## src/rtl/uart_rx_cfg.sv

```systemverilog
// Configurable UART receiver: 5..9 data bits, optional odd/even parity, 1 or 2 stop bits,
// 3-sample majority vote per bit, false-start rejection and parity/framing/break flags.
module uart_rx_cfg #(
    parameter int CLKS_PER_BIT = 8,
    parameter int DATA_BITS    = 8,
    parameter int PARITY       = 0,
    parameter int STOP_BITS    = 1
) (
    input  logic                 i_clk,
    input  logic                 i_rst,
    input  logic                 i_rx_serial,
    output logic                 o_rx_dv,
    output logic [DATA_BITS-1:0] o_rx_byte,
    output logic                 o_parity_err,
    output logic                 o_frame_err,
    output logic                 o_break,
    output logic                 o_busy
);

    localparam int         MID        = CLKS_PER_BIT / 2;
    localparam logic [15:0] CNT_LAST  = 16'(CLKS_PER_BIT - 1);
    localparam logic [15:0] SAMPLE_A  = 16'(MID - 1);
    localparam logic [15:0] SAMPLE_B  = 16'(MID);
    localparam logic [15:0] SAMPLE_C  = 16'(MID + 1);
    localparam logic [3:0]  LAST_DATA = 4'(DATA_BITS - 1);
    localparam logic [3:0]  LAST_STOP = 4'(STOP_BITS - 1);
    localparam logic        ODD_TARGET = (PARITY == 1);

    typedef enum logic [2:0] {
        S_IDLE,
        S_START,
        S_DATA,
        S_PARITY,
        S_STOP
    } state_t;

    state_t               state;
    logic                 rx_meta;
    logic                 rx_s;
    logic [15:0]          cnt;
    logic [3:0]           bit_idx;
    logic                 samp_a;
    logic                 samp_b;
    logic                 vote;
    logic                 vote_now;
    logic                 wrap;
    logic [DATA_BITS-1:0] shift_reg;
    logic                 par_bit;
    logic                 parity_bad;
    logic                 stop_err;
    logic                 any_one;
    logic                 wait_high;

    // Two-flop synchroniser; the line idles high so reset loads ones.
    always_ff @(posedge i_clk) begin
        if (i_rst) begin
            rx_meta <= 1'b1;
            rx_s    <= 1'b1;
        end else begin
            rx_meta <= i_rx_serial;
            rx_s    <= rx_meta;
        end
    end

    always_comb begin
        vote     = (samp_a & samp_b) | (samp_a & rx_s) | (samp_b & rx_s);
        vote_now = (cnt == SAMPLE_C);
        wrap     = (cnt == CNT_LAST);
    end

    always_comb begin
        parity_bad = 1'b0;
        if (PARITY != 0) begin
            parity_bad = ((^shift_reg) ^ par_bit) != ODD_TARGET;
        end
    end

    always_ff @(posedge i_clk) begin
        if (i_rst) begin
            state        <= S_IDLE;
            cnt          <= 16'd0;
            bit_idx      <= 4'd0;
            samp_a       <= 1'b1;
            samp_b       <= 1'b1;
            shift_reg    <= '0;
            par_bit      <= 1'b0;
            stop_err     <= 1'b0;
            any_one      <= 1'b0;
            wait_high    <= 1'b0;
            o_rx_dv      <= 1'b0;
            o_rx_byte    <= '0;
            o_parity_err <= 1'b0;
            o_frame_err  <= 1'b0;
            o_break      <= 1'b0;
            o_busy       <= 1'b0;
        end else begin
            o_rx_dv <= 1'b0;
            if (state == S_IDLE) begin
                cnt <= 16'd0;
                // After a break the line must return high before a new start counts.
                if (wait_high) begin
                    if (rx_s) begin
                        wait_high <= 1'b0;
                    end
                end else if (!rx_s) begin
                    state    <= S_START;
                    o_busy   <= 1'b1;
                    bit_idx  <= 4'd0;
                    stop_err <= 1'b0;
                    any_one  <= 1'b0;
                end
            end else begin
                cnt <= wrap ? 16'd0 : cnt + 16'd1;
                if (cnt == SAMPLE_A) begin
                    samp_a <= rx_s;
                end
                if (cnt == SAMPLE_B) begin
                    samp_b <= rx_s;
                end
                case (state)
                    S_START: begin
                        if (vote_now && vote) begin
                            state  <= S_IDLE;
                            o_busy <= 1'b0;
                        end else if (wrap) begin
                            state <= S_DATA;
                        end
                    end
                    S_DATA: begin
                        if (vote_now) begin
                            shift_reg <= {vote, shift_reg[DATA_BITS-1:1]};
                            any_one   <= any_one | vote;
                        end
                        if (wrap) begin
                            if (bit_idx == LAST_DATA) begin
                                bit_idx <= 4'd0;
                                state   <= (PARITY != 0) ? S_PARITY : S_STOP;
                            end else begin
                                bit_idx <= bit_idx + 4'd1;
                            end
                        end
                    end
                    S_PARITY: begin
                        if (vote_now) begin
                            par_bit <= vote;
                            any_one <= any_one | vote;
                        end
                        if (wrap) begin
                            state <= S_STOP;
                        end
                    end
                    S_STOP: begin
                        if (wrap && bit_idx != LAST_STOP) begin
                            bit_idx <= bit_idx + 4'd1;
                        end
                        if (vote_now) begin
                            if (bit_idx != LAST_STOP) begin
                                stop_err <= stop_err | ~vote;
                                any_one  <= any_one | vote;
                            end else begin
                                // Last stop vote closes the frame mid-bit so the next start is seen early.
                                state        <= S_IDLE;
                                o_busy       <= 1'b0;
                                o_rx_dv      <= 1'b1;
                                o_rx_byte    <= shift_reg;
                                o_parity_err <= parity_bad;
                                o_frame_err  <= stop_err | ~vote;
                                o_break      <= ~(any_one | vote);
                                wait_high    <= ~(any_one | vote);
                            end
                        end
                    end
                    default: begin
                        state  <= S_IDLE;
                        o_busy <= 1'b0;
                    end
                endcase
            end
        end
    end

endmodule

```

## config.mk

```make
export PLATFORM = sky130hd
export DESIGN_NAME = uart_rx_cfg
export DESIGN_NICKNAME = d
export VERILOG_FILES = /design/src/rtl/uart_rx_cfg.sv
export SDC_FILE = /design/constraint.sdc
export NUM_CORES = 1
export LEC_CHECK = 0
export ABC_AREA = 1
export CAP_MARGIN = 20
export CORE_ASPECT_RATIO = 0.7
export CORE_UTILIZATION = 58
export CTS_CLUSTER_SIZE = 20
export DETAILED_ROUTE_END_ITERATION = 10
export GPL_TIMING_DRIVEN = 0
export HOLD_SLACK_MARGIN = 0.02
export PLACE_DENSITY = 0.78
export SYNTH_ARGS = -nofsm -noshare
export SYNTH_HDL_FRONTEND = slang
export SYNTH_SLANG_ARGS = --single-unit
```

## constraint.sdc

```tcl
create_clock -name i_clk -period 2.04 [get_ports i_clk]
set_input_delay 0.408 -clock i_clk [delete_from_list [all_inputs] [get_ports i_clk]]
set_output_delay 0.408 -clock i_clk [all_outputs]
set_load 0.1 [all_outputs]
```

==> flow_metrics.tcl, run 1 <==
set metrics [dict create \
    antenna_found_initial 0 \
    grt_pass1_wl_um 8110 \
    remaining_drc_errors 0 \
    status "finished clean" \
    crit_family "buffers and inverters" \
    crit_fanout 2 \
    arrival_ns 1.51 \
    wire_per_inst_um 11.4 \
    finalHoldViolations 0 \
    path_clk_slew_ns 0.09 \
    worst_pin_slew_ns 0.976 \
    grt_max_degree 16 \
    ys_types 32 \
    cts_made_buffers 5 \
    io_pins 16 \
    routabilityCongestion 0.894 \
    r2r_slack_ns 0.34 \
    period_share_pct 94.1 \
    synth_top_area_share_pct 40.8 \
    max_stage_delay_ns 0.87 \
    rsz0062_at_grt "no" \
    core-area_mm2 0.00399 \
    clk_latency_ns 0.30 \
    first_global_vias 1793 \
    cp-end-kind "output port" \
    critPathRequiredTime_ns 1.63 \
    synthArstFlopShare_pct 0 \
    synth_area_leaders "dfxtp_1, nor2_1, nand2_1, a21oi_1, inv_1" \
    multi_input_area_mm2 0.00125 \
    cts.repair.resized 12 \
    synth_cells 345 \
    yosys_register_bits 50 \
    drt_iter0_drc 73 \
    syn_nets 353 \
    cts-root-buf "clkbuf_8" \
    total_power_uw 2960 \
    start_kind "register" \
    largest_reg_flops 16 \
    start_util_pct 61.5 \
    seqCellArea_mm2 0.00100 \
    vdd_drop_max_mv 0.619 \
    worst-path-buf-inv 1 \
    chipHeight_um 56.4 \
    fp.dieW_um 79.8 \
    finalSetupViolations 0 \
    ys_top_cells_by_count "nor2_1, nand2_1, dfxtp_1" \
    post_cts_buffers 0 \
    dieArea_mm2 0.00450 \
    finalNetCount 373 \
    wirelength_um 4740 \
    yosys.area_share.xor_xnor_pct 1.43 \
    finClkSkew_ns 0.00375 \
    slowest_stage "dlygate4sd2_1" \
    synth_top_cell_by_area "dfxtp_1" \
    synthToLayoutAreaGrowth_pct 11.7 \
    min_path_type "register to register" \
    via_count 2120 \
    final.setup.tns_ns 0 \
    cts_buffer_depth 2 \
    synth_compound_area_share_pct 13.1 \
    cts-htree-levels 2 \
    grtUsageTotal_pct 23.3 \
    vias_per_cell 5.08 \
    yosysMostFrequentCell "nor2_1" \
    slew_headroom_pct 35.2 \
    fmax_ghz 0.521 \
    ys.flop_type "dfxtp_1" \
    fin_crit_ns 1.92 \
    synthAdderAreaFrac_pct 2.55 \
    cts_tree "yes" \
    overflow 0 \
    power_leakage_uw 0.00124 \
    synth_edf_count 0 \
    synth-simple-area-share_pct 33.9 \
    antenna_cells 0 \
    power_density_mw_per_mm2 1080 \
    crit_type "register to output port" \
    synth_area_mm2 0.00246 \
    synth_top_family_by_area "simple AND/OR/NAND/NOR gates" \
    muxShareOfSynthArea_pct 0 \
    drive_above_1_share_pct 14.5 \
    drv_cap 0 \
    portBuffers 13 \
    syn_avg_cell_area_um2 7.12 \
    finalMaxSlewViolations 0 \
    drtPass1Iterations 4 \
    seq_area_frac_synth_pct 40.8 \
    ant_nets 0 \
    fill_cells 351 \
    cts_hold_buf 0 \
    place_hpwl_um 3470 \
    yosys_warnings 0 \
    rows 19 \
    cts_sinks 50 \
    worstPathCellList "dlygate4sd2_1" \
]
==> cell families after synthesis <==
kind of cell    after synthesis
simple gates                177
compound gates               59
flops                        50
buf+inv                      49
fa+ha+maj                     5
xor+xnor                      4
other cells                   1
==> cell type report <==
class / count / share of cell area (%)
Buffer: 8 / 1.69
Clock buffer: 5 / 2.51
Clock inverter: 2 / 1.41
Inverter: 41 / 5.61
Multi-Input combinational cell: 246 / 45.7
Sequential cell: 50 / 36.5
Tap cell: 52 / 2.37
Timing Repair Buffer: 13 / 4.20
==> layout by cell type (no fill, tap or decap), types with 2 or more instances in the layout <==
cell	Yosys	layout
a21oi_1	28	28
buf_4	4	4
clkbuf_1	3	3
clkbuf_8	0	5
dfxtp_1	50	50
dlygate4sd2_1	0	12
ha_1	5	5
inv_1	33	33
inv_2	8	8
nand2_1	57	57
nand2_2	10	10
nand3_1	21	21
nand3b_1	2	2
nand4_1	3	3
nor2_1	58	58
nor2_2	6	6
nor2_4	5	5
nor3_1	2	2
o211ai_1	2	2
o21ai_0	24	24
o21ai_2	2	2
or2_0	2	2
or2_2	7	7
xor2_1	3	3
==> where the power goes <==
part / internal (uW) / switching (uW)
sequential: 1060 / 86.8
combinational: 381 / 735
clock: 361 / 334
==> metrics by stage <==
stage / hold WS (ns) / setup WS [ns] / instance area (um^2) / util [%] / instances
after global routing: 0.434 / 0.0683 / 2740 / 68.7 / 417
after floorplan: 0.389 / 0.616 / 2460 / - / 345
after global placement: 0.394 / 0.177 / 2650 / 66.4 / 410
final: 0.416 / 0.121 / 2740 / 68.7 / 417
after CTS: 0.418 / 0.106 / 2740 / 68.7 / 417
after detailed placement: 0.396 / 0.173 / 2650 / 66.4 / 410
==> layer usage <==
metal	vias up	wire length, um	GRT usage [%]
met4	0	59	6.89
met2	57	1790	30.6
met5	-	0	0
met1	922	2630	36.9
met3	7	247	5.20
li1	1134	-	-
==> final timing paths <==
| kind | from | to | cells past startpoint |
|---|---|---|---|
| worst max-delay path | o_break | o_break | 1 |
| worst min-delay path | rx_meta | rx_s | 1 |
| worst max register to register | cnt[0] | cnt[11] | 9 |
| worst min register to register | rx_meta | rx_s | 1 |
No activity file was read; power rests on OpenSTA's default activity.
==> inputs of run 2 (changes only) <==
--- a/config.mk
+++ b/config.mk
@@ -8,12 +8,12 @@
 export ABC_AREA = 1
 export CAP_MARGIN = 20
 export CORE_ASPECT_RATIO = 0.7
-export CORE_UTILIZATION = 58
+export CORE_UTILIZATION = 45
+export CTS_BUF_LIST = sky130_fd_sc_hd__clkbuf_8
 export CTS_CLUSTER_SIZE = 20
 export DETAILED_ROUTE_END_ITERATION = 10
 export GPL_TIMING_DRIVEN = 0
 export HOLD_SLACK_MARGIN = 0.02
-export PLACE_DENSITY = 0.78
 export SYNTH_ARGS = -nofsm -noshare
 export SYNTH_HDL_FRONTEND = slang
 export SYNTH_SLANG_ARGS = --single-unit
==> flow_metrics.tcl, run 2 (synthesis gave the netlist of run 1 again) <==
set metrics [dict create \
    cts_made_buffers 5 \
    finalNetCount 373 \
    internal_power_uw 1810 \
    largest_reg_flops 16 \
    critPathRequiredTime_ns 1.63 \
    swShare_pct 39.5 \
    core-area_mm2 0.00526 \
    arrival_ns 1.52 \
    start_util_pct 46.7 \
    worst-path-buf-inv 1 \
    cp-end-kind "output port" \
    cts_buffer_depth 2 \
    cts-htree-levels 2 \
    fmax_ghz 0.519 \
    min_path_type "register to register" \
    endpoint "o_break" \
    max_stage_delay_ns 0.86 \
    cp-startpoint "o_break" \
    first_global_vias 1837 \
    finalMaxSlewViolations 0 \
    crit_fanout 2 \
    finalSetupViolations 0 \
    cts_sinks 50 \
    ant_nets 0 \
    chipHeight_um 63.8 \
    cts-root-buf "clkbuf_8" \
    cts_hold_buf 0 \
    grt_pass1_wl_um 8760 \
    final_cell_mix "nor2_1, nand2_1, dfxtp_1" \
    overflow 0 \
    gr-usage-met2_pct 25.2 \
    reg2regPathDepth 9 \
    dp_cells 430 \
    vdd_drop_max_mv 0.443 \
    p_clk_share_pct 24.5 \
    slowest_stage "dlygate4sd2_1" \
    drive_above_1_share_pct 14.8 \
    drt_iter0_drc 123 \
    wirelength_um 4870 \
    cp.depth 1 \
    drtPass1Iterations 4 \
    place_hpwl_um 3660 \
    worstPathCellList "dlygate4sd2_1" \
    grt_use_met3_pct 4.29 \
    busiest_layer "met1" \
    remaining_drc_errors 0 \
    total_power_uw 3000 \
    power_leakage_uw 0.00124 \
    dieArea_mm2 0.00576 \
    crit_type "register to output port" \
    finClkSkew_ns 0.00857 \
    wire_per_inst_um 11.1 \
    post_cts_buffers 0 \
    io_pins 16 \
    drv_cap 0 \
    hold_ws_ns 0.416 \
    stdcell_count 438 \
    crit_family "buffers and inverters" \
    r2r_end "cnt[11]" \
    slew_headroom_pct 36.4 \
    pwr-share-seq_pct 38.3 \
    synthToLayoutAreaGrowth_pct 13.1 \
    cts_tree "yes" \
    via_count 2065 \
    grtUsageTotal_pct 18.9 \
    power_density_mw_per_mm2 1080 \
    vias_per_cell 4.71 \
    worst_pin_slew_ns 0.958 \
    start_kind "register" \
    r2r_slack_ns 0.29 \
    fp.dieW_um 90.3 \
    rsz0062_at_grt "no" \
    final.setup.tns_ns 0 \
    switchingPower_uw 1190 \
    r2r-start "cnt[0]" \
    finalHoldViolations 0 \
    antenna_cells 0 \
    use_met1_pct 30.0 \
    fin_crit_ns 1.93 \
    period_share_pct 94.4 \
    p_comb_share_pct 37.2 \
    final_common_cell "nor2_1" \
    path_clk_slew_ns 0.10 \
    clk_latency_ns 0.31 \
    antenna_found_initial 0 \
    routabilityCongestion 0.829 \
    grt_max_degree 18 \
    status "finished clean" \
    rows 22 \
    portBuffers 13 \
]
## run 2: cell count changes in the layout (fill, tap and decap cells not counted)
cell and change:
clkinv_4 -1, clkinvlp_4 +1, inv_8 +1
## run 2: worst reg2reg max path, stage by stage (launching register included)
cell and delay, ns:
dfxtp_1 0.41, ha_1 0.21, nand3_1 0.09, nor2_1 0.18, nand2_2 0.12, nand2_1 0.11, inv_2 0.06, nand2_2 0.14
buf_2 0.26, a21oi_1 0.06
## run 2: power by group through the flow
stage	combinational, uW	clock [uW]	sequential, uW
6_report	1120	734	1150
5_1_grt	1290	792	1160
4_1_cts	1120	758	1150
3_5_place_dp	1120	0	1170
3_3_place_gp	1110	0	1170
2_1_floorplan	888	0	1180
## run 2: worst min path at each step
stage | start | slack (ns) | depth (start not counted) | endpoint
after CTS | rx_meta | 0.42 | 1 | rx_s
after global routing | rx_meta | 0.44 | 1 | rx_s
after floorplan | rx_meta | 0.39 | 1 | rx_s
after global placement | rx_meta | 0.39 | 1 | rx_s
after detailed placement | rx_meta | 0.39 | 1 | rx_s
final | rx_meta | 0.42 | 1 | rx_s
## run 2: area by class of cell
| type | instances | area [um^2] |
|---|---|---|
| inverters | 41 | 154 |
| fillers | 540 | 2480 |
| repair buffers | 13 | 115 |
| plain buffers | 8 | 46.3 |
| flip-flops and latches | 50 | 1000 |
| clock buffers | 5 | 68.8 |
| well taps | 72 | 90.1 |
| clock inverters | 3 | 48.8 |
| multi-input cells | 246 | 1250 |
## run 2: through the flow
stage	area, um^2	util [%]	worst slack (ns)
3_3_place_gp	2680	50.9	0.172
3_5_place_dp	2680	50.9	0.183
4_1_cts	2780	52.9	0.102
6_report	2780	52.9	0.114
5_1_grt	2780	52.9	0.0728
2_1_floorplan	2460	-	0.616
## run 2: per-layer routing
layer	wire (um)	up-vias
met5	0	-
met4	42	0
met3	143	5
met2	1770	20
met1	2910	908
li1	-	1132
## run 2: timing repair
action | CTS | global route
resized for setup | 12 | 0
endpoints found under the setup margin | 12 | 0
endpoints found under the hold margin | 0 | 0
==> patch 1: new RTL, flow settings as in run 2 <==
`DATA_BITS`: 8 -> 10.
--- a/src/rtl/uart_rx_cfg.sv
+++ b/src/rtl/uart_rx_cfg.sv
@@ -2,7 +2,7 @@
 // 3-sample majority vote per bit, false-start rejection and parity/framing/break flags.
 module uart_rx_cfg #(
     parameter int CLKS_PER_BIT = 8,
-    parameter int DATA_BITS    = 8,
+    parameter int DATA_BITS    = 10,
     parameter int PARITY       = 0,
     parameter int STOP_BITS    = 1
 ) (
Ports: changed (resized o_rx_byte); port bits go from 16 to 18. No check against the original RTL was run, so the function may have changed too.
==> patch 1 against run 2 <==
  * Synthesized area is 7.3% higher
  * Non-clock buffer count is 4 higher
  * Setup slack gained 0.011 ns
  * Clock power is 1% higher
  * Sequential cell count increased by 4
  * Total power fell by 9.1%
  * Synthesized cell count up 4.3%
  * Core utilization increased by 1.9 points
  * Combinational power down 28%
  * Final area increased by 7.5%
  * Wire length increased by 6.0%
  * Critical path type unchanged
  * Critical endpoint unchanged
  * Largest power group unchanged
==> patch 1: results (changes against run 2) <==
metric,value,unit,change
clock network power consumption,743,uW,+1%
layout cells sized above 1,14.6,%,-0.17 points
aggregate global-route resource usage,18.4,%,-0.47 points
# nets final,392,,+5.1%
starting DRC count in detailed routing,130,,+5.7%
number of cells upsized or downsized after cts,14,,+2
run status,finished clean,,
length of the first detailed-routing pass in iterations,4,,unchanged
detailed placement HPWL,3.82,mm,+4.5%
vias in the first global route,1904,,+3.6%
net count after synthesis,369,,+4.5%
most common library cells after synthesis,"nand2_1, dfxtp_1, inv_1, a21oi_1, nor2_1",,
net load switching power,981,uW,-17%
GR met3 Demand/Resource,3.79,%,-0.49 points
initial antenna violation count,0,,unchanged
final clock period utilization by the worst path,93.9,%,-0.54 points
met2 routing resource usage after global routing,25.9,%,+0.73 points
wire length of the first global-routing pass,8.85,mm,+0.94%
worst supply voltage drop on vdd,0.667,mV,+50%
top cell type's share of synthesized area,41.0,%,+0.25 points
CTS Root Buffer Type,clkbuf_8,,
average via count per standard cell,4.84,,+2.6%
layout overhead on the synthesized area,13.3,%,
Worst R2R End,cnt[10],,
fraction of the yosys area taken by sequential cells,41.0,%,+0.25 points
input/output buffers,16,,+3
post-route met1 wirelength,2.95,mm,+1.2%
DR WL met2,2.00,mm,+13%
post-DR wirelength/cell,11.3,um,+1.8%
leak pwr,0.00126,uW,+1.9%
top fanout value on the critical path,2,,unchanged
Clock Skews,0.00861,ns,+0.0000397 ns
global-route track usage on met1,27.9,%,-2.1 points
maximum single-stage delay on the critical path,0.86,ns,about the same
HP Start,rx_meta,,
worst-case reg-to-reg path depth,10,,+1
pin count of the biggest net entering global routing,19,,+1
synth unique cells,33,,+3.1%
synth top area cells,"dfxtp_1, a21oi_1, nand2_1, inv_1, nor2_1",,
routability cong.,0.897,,+8.3%
portion of total power attributed to combinational logic,29.7,%,-7.5 points
metal3 WL,170,um,+19%
number of instances on the worst hold path,1,,unchanged
Worst Max-Slew Pin Slew,0.956,ns,-0.00131 ns
worst slack at placement,0.109,ns,-0.0737 ns
YS warnings,0,,unchanged
## patch 1: metrics by stage
step	hold slack, ns	area (um^2)	total power (uW)	cells
2_1_floorplan	0.389	2640	1850	360
3_3_place_gp	0.402	2890	2000	448
3_5_place_dp	0.394	2890	2010	448
4_1_cts	0.418	2990	2760	456
5_1_grt	0.417	2990	2930	456
6_report	0.407	2990	2730	456
## patch 1: kinds of logic after synthesis
| family | after synthesis | synth area share (%) |
|---|---|---|
| AOI/OAI and AO/OA | 76 | 15.6 |
| xor gates and xnor gates | 3 | 0.997 |
| adders and majority gates | 6 | 2.85 |
| buffers and inverters | 61 | 9.54 |
| DFF | 54 | 41.0 |
| other | 1 | 0.142 |
| and+or+nand+nor | 159 | 29.9 |
## patch 1: layout make-up
cell class	count	area share, %
timing repair buffer	16	4.78
tap	72	3.02
inverter	52	6.54
multi-input combinational	245	43.7
buffer	9	1.89
clock buffer	5	2.30
sequential	54	36.2
clock inverter	3	1.63
==> patch 2: new RTL, config.mk and constraints of run 2 <==
Without the edit above. Register the input `i_rx_serial` before use. The logic sees it one clock later.
--- a/src/rtl/uart_rx_cfg.sv
+++ b/src/rtl/uart_rx_cfg.sv
@@ -34,6 +34,12 @@
         S_STOP
     } state_t;
 
+    logic i_rx_serial_q;
+
+    always_ff @(posedge i_clk) begin
+        i_rx_serial_q <= i_rx_serial;
+    end
+
     state_t               state;
     logic                 rx_meta;
     logic                 rx_s;
@@ -57,7 +63,7 @@
             rx_meta <= 1'b1;
             rx_s    <= 1'b1;
         end else begin
-            rx_meta <= i_rx_serial;
+            rx_meta <= i_rx_serial_q;
             rx_s    <= rx_meta;
         end
     end
Behaviour: not the same (a bounded check fails within 4 cycles, from zero or initial values and one cycle with i_rst high).
==> patch 2 against run 2 <==
  * Combinational power is 7% lower
  * Wire length fell by 2.8%
  * Synthesized area shrank 0.56%
  * Final area decreased by 0.59%
  * Total power decreased by 6.6%
  * Sequential cell count rose by 1
  * Setup slack better by 0.0053 ns
==> patch 2: results (changes against run 2) <==
metric,value,unit,change
Worst Max-Slew Pin Slew,0.960,ns,+0.00245 ns
layout cells sized above 1,15.9,%,+1.1 points
wire length of the first global-routing pass,8.27,mm,-5.7%
maximum clock path buffer count,2,,unchanged
initial antenna violation count,0,,unchanged
CTS Buf Count,5,,unchanged
synth unique cells,34,,+6.3%
CTS Root Buffer Type,clkbuf_8,,
maximum single-stage delay on the critical path,0.85,ns,
"flip-flop count of the largest register, all copies and words added",16,,unchanged
ant diodes,0,,unchanged
input/output buffers,14,,+1
clock network latency to the later pin of the worst-skew pair,0.31,ns,about the same
worst slack at placement,0.178,ns,-0.00482 ns
aggregate global-route resource usage,18.1,%,-0.80 points
detailed placement HPWL,3.45,mm,-5.7%
Synth async-reset ratio,0,%,unchanged
Final Core Density,52.8,%,about the same
Clock Skews,0.00859,ns,+0.0000214 ns
CP max-delay cell,dlygate4sd2_1,,
number of fill cells,543,,+0.56%
endpoint arrival time on the critical path,1.51,ns,
starting DRC count in detailed routing,81,,-34%
worst supply voltage drop on vdd,0.389,mV,-12%
average via count per standard cell,4.87,,+3.4%
gate family responsible for the most delay along the worst path,buffers and inverters,,
post-DR wirelength/cell,11.3,um,+1.6%
type of the worst min-delay path,flip-flop to flip-flop,,
count of H-tree levels built during CTS,2,,unchanged
post-CTS clock slew at the launch and capture registers of the worst setup and hold paths,0.10,ns,about the same
YS warnings,0,,unchanged
net count after synthesis,332,,-5.9%
pin count of the biggest net entering global routing,19,,+1
# nets final,354,,-5.1%
top fanout value on the critical path,2,,unchanged
most common library cells after synthesis,"dfxtp_1, nand2_1, inv_1, nor2_1, a21oi_1",,
run status,finished clean,,
internal power summed over all cells,1640,uW,-9.9%
fraction of the yosys area taken by sequential cells,41.8,%,+1.0 points
vias in the first global route,1712,,-6.8%
leak pwr,0.00114,uW,-8.0%
length of the first detailed-routing pass in iterations,4,,unchanged
synth top area cells,"dfxtp_1, nand2_1, a21oi_1, inv_1, nor2_1",,
routability cong.,0.822,,-0.81%
==> patch 2: cell count changes in the layout (fill, tap and decap cells not counted), sizes merged, moves of 3 or more <==
cell,delta
nand2,-8
inv,+3
nor3b,+3
or2,-6
nand3,-5
nor2,-20
nor3,+8
o21ai,-3
a31oi,+3
a21oi,+3
==> patch 2: kinds of logic after synthesis <==
| kind of cell | count (synthesis) | share of synthesized area, % |
|---|---|---|
| xor gates and xnor gates | 4 | 1.43 |
| and+or+nand+nor | 147 | 31.1 |
| DFF | 51 | 41.8 |
| AOI/OAI and AO/OA | 63 | 13.8 |
| buffers and inverters | 53 | 9.12 |
| other | 1 | 0.154 |
| adders and majority gates | 5 | 2.56 |
==> patch 2: metrics by stage <==
step	cell area [um^2]	cells	power [uW]
after floorplan	2440	324	2000
after global placement	2670	410	2200
after detailed placement	2670	410	2210
after CTS	2750	418	2830
after global routing	2760	419	3020
final	2760	419	2800
==> patch 2: power groups by stage <==
stage / Clock, uW / Sequential [uW] / Combinational, uW
after floorplan: 0 / 1210 / 784
after global placement: 0 / 1160 / 1050
after detailed placement: 0 / 1160 / 1050
after CTS: 644 / 1140 / 1050
after global routing: 679 / 1150 / 1190
final: 618 / 1140 / 1040
==> patch 2: final cells by class <==
class                           count  area (um^2)  share of cell area [%]
Buffer                              9         55.1                    1.99
Clock buffer                        5         68.8                    2.49
Clock inverter                      3         27.5                   0.996
Inverter                           44          168                    6.07
Multi-Input combinational cell    220         1200                    43.4
Sequential cell                    51         1020                    37.0
Tap cell                           72         90.1                    3.26
Timing Repair Buffer               15          133                    4.80
==> patch 2: final timing paths <==
kind / start / end / slack (ns) / depth (start not counted)
hold / removal: i_rx_serial_q / rx_meta / 0.42 / 1
hold reg to reg: i_rx_serial_q / rx_meta / 0.42 / 1
setup / recovery: o_busy / o_busy / 0.12 / 1
setup reg to reg: cnt[1] / shift_reg[7] / 0.25 / 8
==> patch 2: metal layers <==
metal	vias to the layer above	global-route usage, %	routed length (um)	share of wire (%)
met3	7	3.99	175	3.7
met2	23	25.5	1930	41
met5	-	0	0	0
met4	0	5.44	55	1.2
li1	1089	-	-	-
met1	923	27.2	2570	54
==> patch 2: timing repair <==
action / 4_1_cts / 5_1_grt
buffers inserted: 0 / 1
endpoints found under the setup margin: 12 / 2
gates cloned: 0 / 0
gates resized for setup: 12 / 1
hold buffers: 0 / 0
